==> config.mk <==
export PLATFORM = sky130hd
export DESIGN_NAME = button_input_controller_flat
export DESIGN_NICKNAME = d
export VERILOG_FILES = /design/src/rtl/blackjack_pkg.sv /design/src/rtl/button_input_controller_if.sv /design/src/rtl/button_debouncer.sv /design/src/rtl/button_input_controller.sv /design/src/flat_wrapper.sv
export SDC_FILE = /design/constraint.sdc
export NUM_CORES = 1
export LEC_CHECK = 0
export ABC_CLOCK_PERIOD_IN_PS = 6120
export CORE_MARGIN = 2
export CORE_UTILIZATION = 65
export DETAILED_ROUTE_END_ITERATION = 10
export PLACE_DENSITY = 0.88
export SLEW_MARGIN = 20
export SYNTH_ARGS = -nofsm -noshare
export SYNTH_HDL_FRONTEND = slang
export SYNTH_SLANG_ARGS = --single-unit
==> constraint.sdc <==
create_clock -name clk -period 6.12 [get_ports clk]
set_input_delay 0.918 -clock clk [delete_from_list [all_inputs] [get_ports clk]]
set_output_delay 0.918 -clock clk [all_outputs]
set_load 0.02 [all_outputs]
==> src/rtl/blackjack_pkg.sv <==
// Shared blackjack definitions: player command codes, command-register states, priority helper.
package blackjack_pkg;

    typedef logic [1:0] cmd_t;

    localparam cmd_t CMD_NONE  = 2'd0;
    localparam cmd_t CMD_HIT   = 2'd1;
    localparam cmd_t CMD_STAND = 2'd2;
    localparam cmd_t CMD_DEAL  = 2'd3;

    typedef enum logic {
        ST_IDLE,
        ST_PENDING
    } cmd_state_t;

    // ev is {deal, stand, hit}; DEAL beats STAND beats HIT.
    function automatic cmd_t prio_cmd(input logic [2:0] ev);
        cmd_t c;
        if (ev[2])      c = CMD_DEAL;
        else if (ev[1]) c = CMD_STAND;
        else if (ev[0]) c = CMD_HIT;
        else            c = CMD_NONE;
        return c;
    endfunction

endpackage

==> src/rtl/button_input_controller_if.sv <==
// Command handshake from the button front end to the game FSM, plus debounced button levels.
interface button_input_controller_if;
    import blackjack_pkg::*;

    cmd_t       cmd;
    logic       cmd_valid;
    logic       cmd_ready;
    logic       cmd_dropped;
    logic [2:0] buttons_held;

    modport master (output cmd, output cmd_valid, output cmd_dropped, output buttons_held,
                    input cmd_ready);
    modport slave  (input cmd, input cmd_valid, input cmd_dropped, input buttons_held,
                    output cmd_ready);
endinterface

==> src/rtl/button_debouncer.sv <==
// One push-button: 2-flop sync, counter debounce, registered press pulse.
// Press pulse appears DEBOUNCE_CYCLES+3 edges after the raw key first reads low; releases give no pulse.
module button_debouncer #(
    parameter int DEBOUNCE_CYCLES = 1_000_000
) (
    input  logic clk,
    input  logic reset,
    input  logic key_n,
    output logic level,
    output logic press_pulse
);
    localparam int CW = $clog2(DEBOUNCE_CYCLES + 1);

    logic          sync1;
    logic          synced;
    logic          stable;
    logic          stable_d;
    logic [CW-1:0] cnt;

    always_ff @(posedge clk or posedge reset) begin
        if (reset) begin
            sync1       <= 1'b1;
            synced      <= 1'b1;
            stable      <= 1'b1;
            stable_d    <= 1'b1;
            cnt         <= '0;
            press_pulse <= 1'b0;
        end else begin
            sync1       <= key_n;
            synced      <= sync1;
            stable_d    <= stable;
            press_pulse <= stable_d & ~stable;
            // The edge that completes the run of DEBOUNCE_CYCLES mismatches commits the new level.
            if (synced == stable) begin
                cnt <= '0;
            end else if (cnt == CW'(DEBOUNCE_CYCLES - 1)) begin
                stable <= synced;
                cnt    <= '0;
            end else begin
                cnt <= cnt + CW'(1);
            end
        end
    end

    assign level = ~stable;

endmodule

==> src/rtl/button_input_controller.sv <==
// Three debounced buttons feed a priority encoder and a one-entry command register with valid/ready.
// Command valid one edge after a press pulse; events arriving while a command is pending and not accepted are dropped.
module button_input_controller
    import blackjack_pkg::*;
#(
    parameter int DEBOUNCE_CYCLES = 1_000_000
) (
    input  logic                       clk,
    input  logic                       reset,
    input  logic                       key_hit_n,
    input  logic                       key_stand_n,
    input  logic                       key_deal_n,
    button_input_controller_if.master  bus
);
    logic [2:0] level;
    logic [2:0] ev;

    button_debouncer #(.DEBOUNCE_CYCLES(DEBOUNCE_CYCLES)) u_hit (
        .clk(clk), .reset(reset), .key_n(key_hit_n), .level(level[0]), .press_pulse(ev[0])
    );
    button_debouncer #(.DEBOUNCE_CYCLES(DEBOUNCE_CYCLES)) u_stand (
        .clk(clk), .reset(reset), .key_n(key_stand_n), .level(level[1]), .press_pulse(ev[1])
    );
    button_debouncer #(.DEBOUNCE_CYCLES(DEBOUNCE_CYCLES)) u_deal (
        .clk(clk), .reset(reset), .key_n(key_deal_n), .level(level[2]), .press_pulse(ev[2])
    );

    cmd_state_t state_q, state_d;
    cmd_t       cmd_q, cmd_d;
    logic       dropped_q, dropped_d;
    logic       any_ev;
    logic       multi_ev;

    assign any_ev   = |ev;
    assign multi_ev = (ev & (ev - 3'd1)) != 3'd0;

    always_ff @(posedge clk or posedge reset) begin
        if (reset) begin
            state_q   <= ST_IDLE;
            cmd_q     <= CMD_NONE;
            dropped_q <= 1'b0;
        end else begin
            state_q   <= state_d;
            cmd_q     <= cmd_d;
            dropped_q <= dropped_d;
        end
    end

    always_comb begin
        state_d   = state_q;
        cmd_d     = cmd_q;
        dropped_d = 1'b0;
        if (state_q == ST_IDLE) begin
            if (any_ev) begin
                state_d   = ST_PENDING;
                cmd_d     = prio_cmd(ev);
                dropped_d = multi_ev;
            end
        end else if (bus.cmd_ready) begin
            // Accept edge: a same-cycle event refills the register without a bubble.
            if (any_ev) begin
                cmd_d     = prio_cmd(ev);
                dropped_d = multi_ev;
            end else begin
                state_d = ST_IDLE;
                cmd_d   = CMD_NONE;
            end
        end else begin
            dropped_d = any_ev;
        end
    end

    always_comb begin
        bus.cmd          = cmd_q;
        bus.cmd_valid    = (state_q == ST_PENDING);
        bus.cmd_dropped  = dropped_q;
        bus.buttons_held = level;
    end

endmodule

==> src/flat_wrapper.sv <==
// flat-port wrapper written by rule: the top's interface ports become plain ports
module button_input_controller_flat import blackjack_pkg::*;
#(
    parameter int DEBOUNCE_CYCLES = 1_000_000
)
  (clk, reset, key_hit_n, key_stand_n, key_deal_n, bus_cmd, bus_cmd_valid, bus_cmd_dropped, bus_buttons_held, bus_cmd_ready);
  button_input_controller_if bus_i ();
  input  logic clk;
  input  logic reset;
  input  logic key_hit_n;
  input  logic key_stand_n;
  input  logic key_deal_n;
  output wire logic [$bits(bus_i.cmd)-1:0] bus_cmd;
  output wire logic [$bits(bus_i.cmd_valid)-1:0] bus_cmd_valid;
  output wire logic [$bits(bus_i.cmd_dropped)-1:0] bus_cmd_dropped;
  output wire logic [$bits(bus_i.buttons_held)-1:0] bus_buttons_held;
  input wire logic [$bits(bus_i.cmd_ready)-1:0] bus_cmd_ready;
  assign bus_cmd = bus_i.cmd;
  assign bus_cmd_valid = bus_i.cmd_valid;
  assign bus_cmd_dropped = bus_i.cmd_dropped;
  assign bus_buttons_held = bus_i.buttons_held;
  assign bus_i.cmd_ready = bus_cmd_ready;
  button_input_controller #(.DEBOUNCE_CYCLES(DEBOUNCE_CYCLES)) u_core (.clk(clk), .reset(reset), .key_hit_n(key_hit_n), .key_stand_n(key_stand_n), .key_deal_n(key_deal_n), .bus(bus_i));
endmodule
==> results by group <==
Global route
  – GRT Residual Overflow: 0
  – First-pass GRT wire length: 11500 um
  – Initial antenna violation count: 0
  – Largest net degree at the start of global routing: 80
  – Total track usage: 23.2%
  – Vias in the first global route: 2701

Worst setup path
  – CP Buf/Inv Count: 2
  – Setup crit start kind: register
  – Setup CP Type: reg -> out
  – Setup crit end kind: output pin
  – CP max stage delay: 590 ps
  – Req. time, crit path: 5200 ps
  – Crit-path slowest cell: dfstp_2
  – CP Max Fanout: 5
  – Worst path cell trace: inv_1 > clkdlybuf4s50_1
  – Delay-heaviest family, CP: flip-flops
  – Worst path arrival time: 1510 ps

Route
  – Wire length on met3: 217 um
  – Top routing layer used: met4
  – WL per Instance: 14.2 um
  – Vias/cell: 5.88
  – DR vias: 2679
  – DRC Markers: 0
  – Drt pass-1 iters: 4
  – Number of DRC markers in iteration 0: 157
  – Overall routed net length: 6480 um
  – Wl on met1: 2820 um
  – Met2 wire length: 3390 um
  – Post-route ant nets: 0

Place
  – PortBufs: 12
  – Pre-CTS setup slack: 3900 ps
  – Final RePlAce weighted congestion: 0.843
  – Hpwl dp: 4330 um

Power
  – Clock power share: 40.6%
  – Pint: 0.736 mW
  – Combinational cell fraction of total power: 3.6%
  – Power, Total: 0.962 mW
  – LEAKAGE: 1.60 nW
  – Sw Share: 23.6%
  – Reg power frac: 55.9%
  – Maximum VDD drop: 0.000255 V
  – Pwr Density: 235 nW/um^2
  – NetSw: 0.227 mW

Floorplan
  – Core region area: 5540 sq um
  – Die area: 6360 sq um
  – IO Count: 13
  – Die H: 79.7 um
  – # rows: 27
  – Initial Util: 67.3%
  – Die X: 79.7 um

CTS
  – CTS H-Tree Depth: 3
  – CTS Buffer Depth: 2
  – CTS tree: built
  – Clk root buf: clkbuf_8
  – Post-CTS Setup Bufs: 0
  – TritonCTS Buffers: 9
  – Skew-Pair Late Insertion Delay: 340 ps
  – Hold-fix buffers, CTS: 0
  – Post-cts sizing count: 0
  – Clk slew on worst S/H paths: 90 ps
  – Clock sinks: 79

Synth
  – Syn avg cell area: 10.3 sq um
  – Post-synth EDFFs: 0
  – Post-synth ARST share: 100%
  – Share of the synthesized area in the top cell type: 45.0%
  – Yosys top cell by area: dfrtp_1
  – Largest cells by area after synthesis: dfrtp_1 45%, dfstp_2 8.5%, xnor2_1 7.8%, nor2_1 5.9%, xor2_1 3.1%
  – Synthesized Nets: 372
  – Yosys warns: 0
  – FF+latch count, synth: 79
  – Synthesized instance count: 363
  – Synth cell types: 41
  – Register area share after synthesis: 53.4%
  – Mapped Area: 3730 sq um
  – Top FF cell, synth: dfrtp_1

STA
  – Worst rel slew slack: 37.5%
  – Minimum clock period: 2430 ps
  – Final setup fails: 0
  – Final setup TNS: 0 ps
  – Setup slack after layout: 3690 ps
  – F_max: 0.412 GHz
  – Hold_ws: 352 ps
  – Fin crit share: 39.7%
  – Final Hold Viols: 0
  – Max Transition Viols Final: 0
  – Unrepaired setup endpoints after global routing: false
  – Worst-Margin Slew: 938 ps
  – Clk_skew: 6.44 ps

Cells and area
  – Area delta synth->final: 10.1%
  – Fillers: 377
  – Diodes inserted: 0
  – Multi-input logic area: 1610 sq um
  – Fin nets: 388
  – Seq. cell area: 1990 sq um
  – Layout cells sized above 1: 11.2%

Run status
  – Status: finished clean

Min path
  – Hold Path Class: reg -> reg

Flow run
  – Number of max-cap violations: 0
registers in the layout, indices dropped and copies added (netlist names), 2 cells and up:
signal              flops
u_core.u_deal.cnt      20
u_core.u_stand.cnt     20
u_core.bus.cmd          2
u_core.u_hit.cnt       20
kinds of logic after synthesis:
| group | share of synthesized area, % |
|---|---|
| compound gates | 5.97 |
| xor+xnor | 10.8 |
| fa+ha+maj | 1.01 |
| buf+inv | 3.52 |
| flops | 53.4 |
| mux | 1.71 |
| simple gates | 23.6 |
power by group through the flow:
stage	sequential, mW	combinational, mW	clock, mW
finish	0.538	0.0342	0.391
global route	0.539	0.0403	0.421
detailed placement	0.548	0.0351	0
floorplan	0.547	0.0242	0
global placement	0.547	0.0342	0
CTS	0.538	0.0353	0.399
cell type report:
class                      instances  share of cell area (%)
clock buffer                       9                    3.02
clock inverter                     7                    1.98
inverter                          19                    1.74
multi-input combinational        256                    39.2
sequential                        79                    48.5
tap                               72                    2.20
timing repair buffer              14                    3.29
layer usage:
| layer | vias to the layer above | global-route usage, % |
|---|---|---|
| met5 | - | 0 |
| met4 | 0 | 9.32 |
| met3 | 5 | 5.43 |
| met2 | 51 | 40.3 |
| met1 | 1321 | 27.8 |
| li1 | 1302 | - |
through the flow:
stage                     utilization, %  cells  cell area, sq um
after CTS                           74.1    456              4100
final                               74.1    456              4100
after detailed placement            70.4    440              3900
after global placement              70.4    440              3900
after floorplan                        -    363              3730
after global routing                74.1    456              4100
final timing paths:
check | slack [ps] | endpoint | cells past startpoint | from
max | 3690 | bus_buttons_held[1] | 2 | u_core.u_stand.stable$_DFFE_PP1P_
min | 350 | u_core.u_hit.synced$_DFF_PP1_ | 0 | u_core.u_hit.sync1$_DFF_PP1_
max reg2reg | 3910 | u_core.u_stand.stable$_DFFE_PP1P_ | 5 | u_core.u_stand.cnt[0]$_DFF_PP0_
min reg2reg | 350 | u_core.u_hit.synced$_DFF_PP1_ | 0 | u_core.u_hit.sync1$_DFF_PP1_
max in group asynchronous | 4330 | u_core.u_stand.cnt[8]$_DFF_PP0_ | 3 | reset
min in group asynchronous | 1180 | u_core.u_hit.press_pulse$_DFF_PP0_ | 3 | reset
synth_stat cells (all sizes together) (5+ instances only):
master,count
a21oi,10
and3,5
buf,8
dfrtp,67
dfstp,12
inv,19
nand2,14
nand3,22
nand4,18
nor2,59
nor3,14
nor4,14
o21ai,6
o31ai,7
or4,6
or4b,5
xnor2,33
xor2,13
worst register-to-register path, stage by stage, from the launching register on:
cell	delay, ps
dfrtp_1	390
ha_1	200
nand3_1	270
or4_4	650
nor2_1	260
mux2_2	370
layout by cell type (no fill, tap or decap), types with 13 or more instances in the layout:
cell type,n
nor2_1,59
inv_1,18
xnor2_1,33
nand2_1,14
xor2_1,13
nor3_1,14
nand4_1,18
dfrtp_1,67
nand3_1,22
nor4_1,14
No activity file was read; power rests on OpenSTA's default activity.
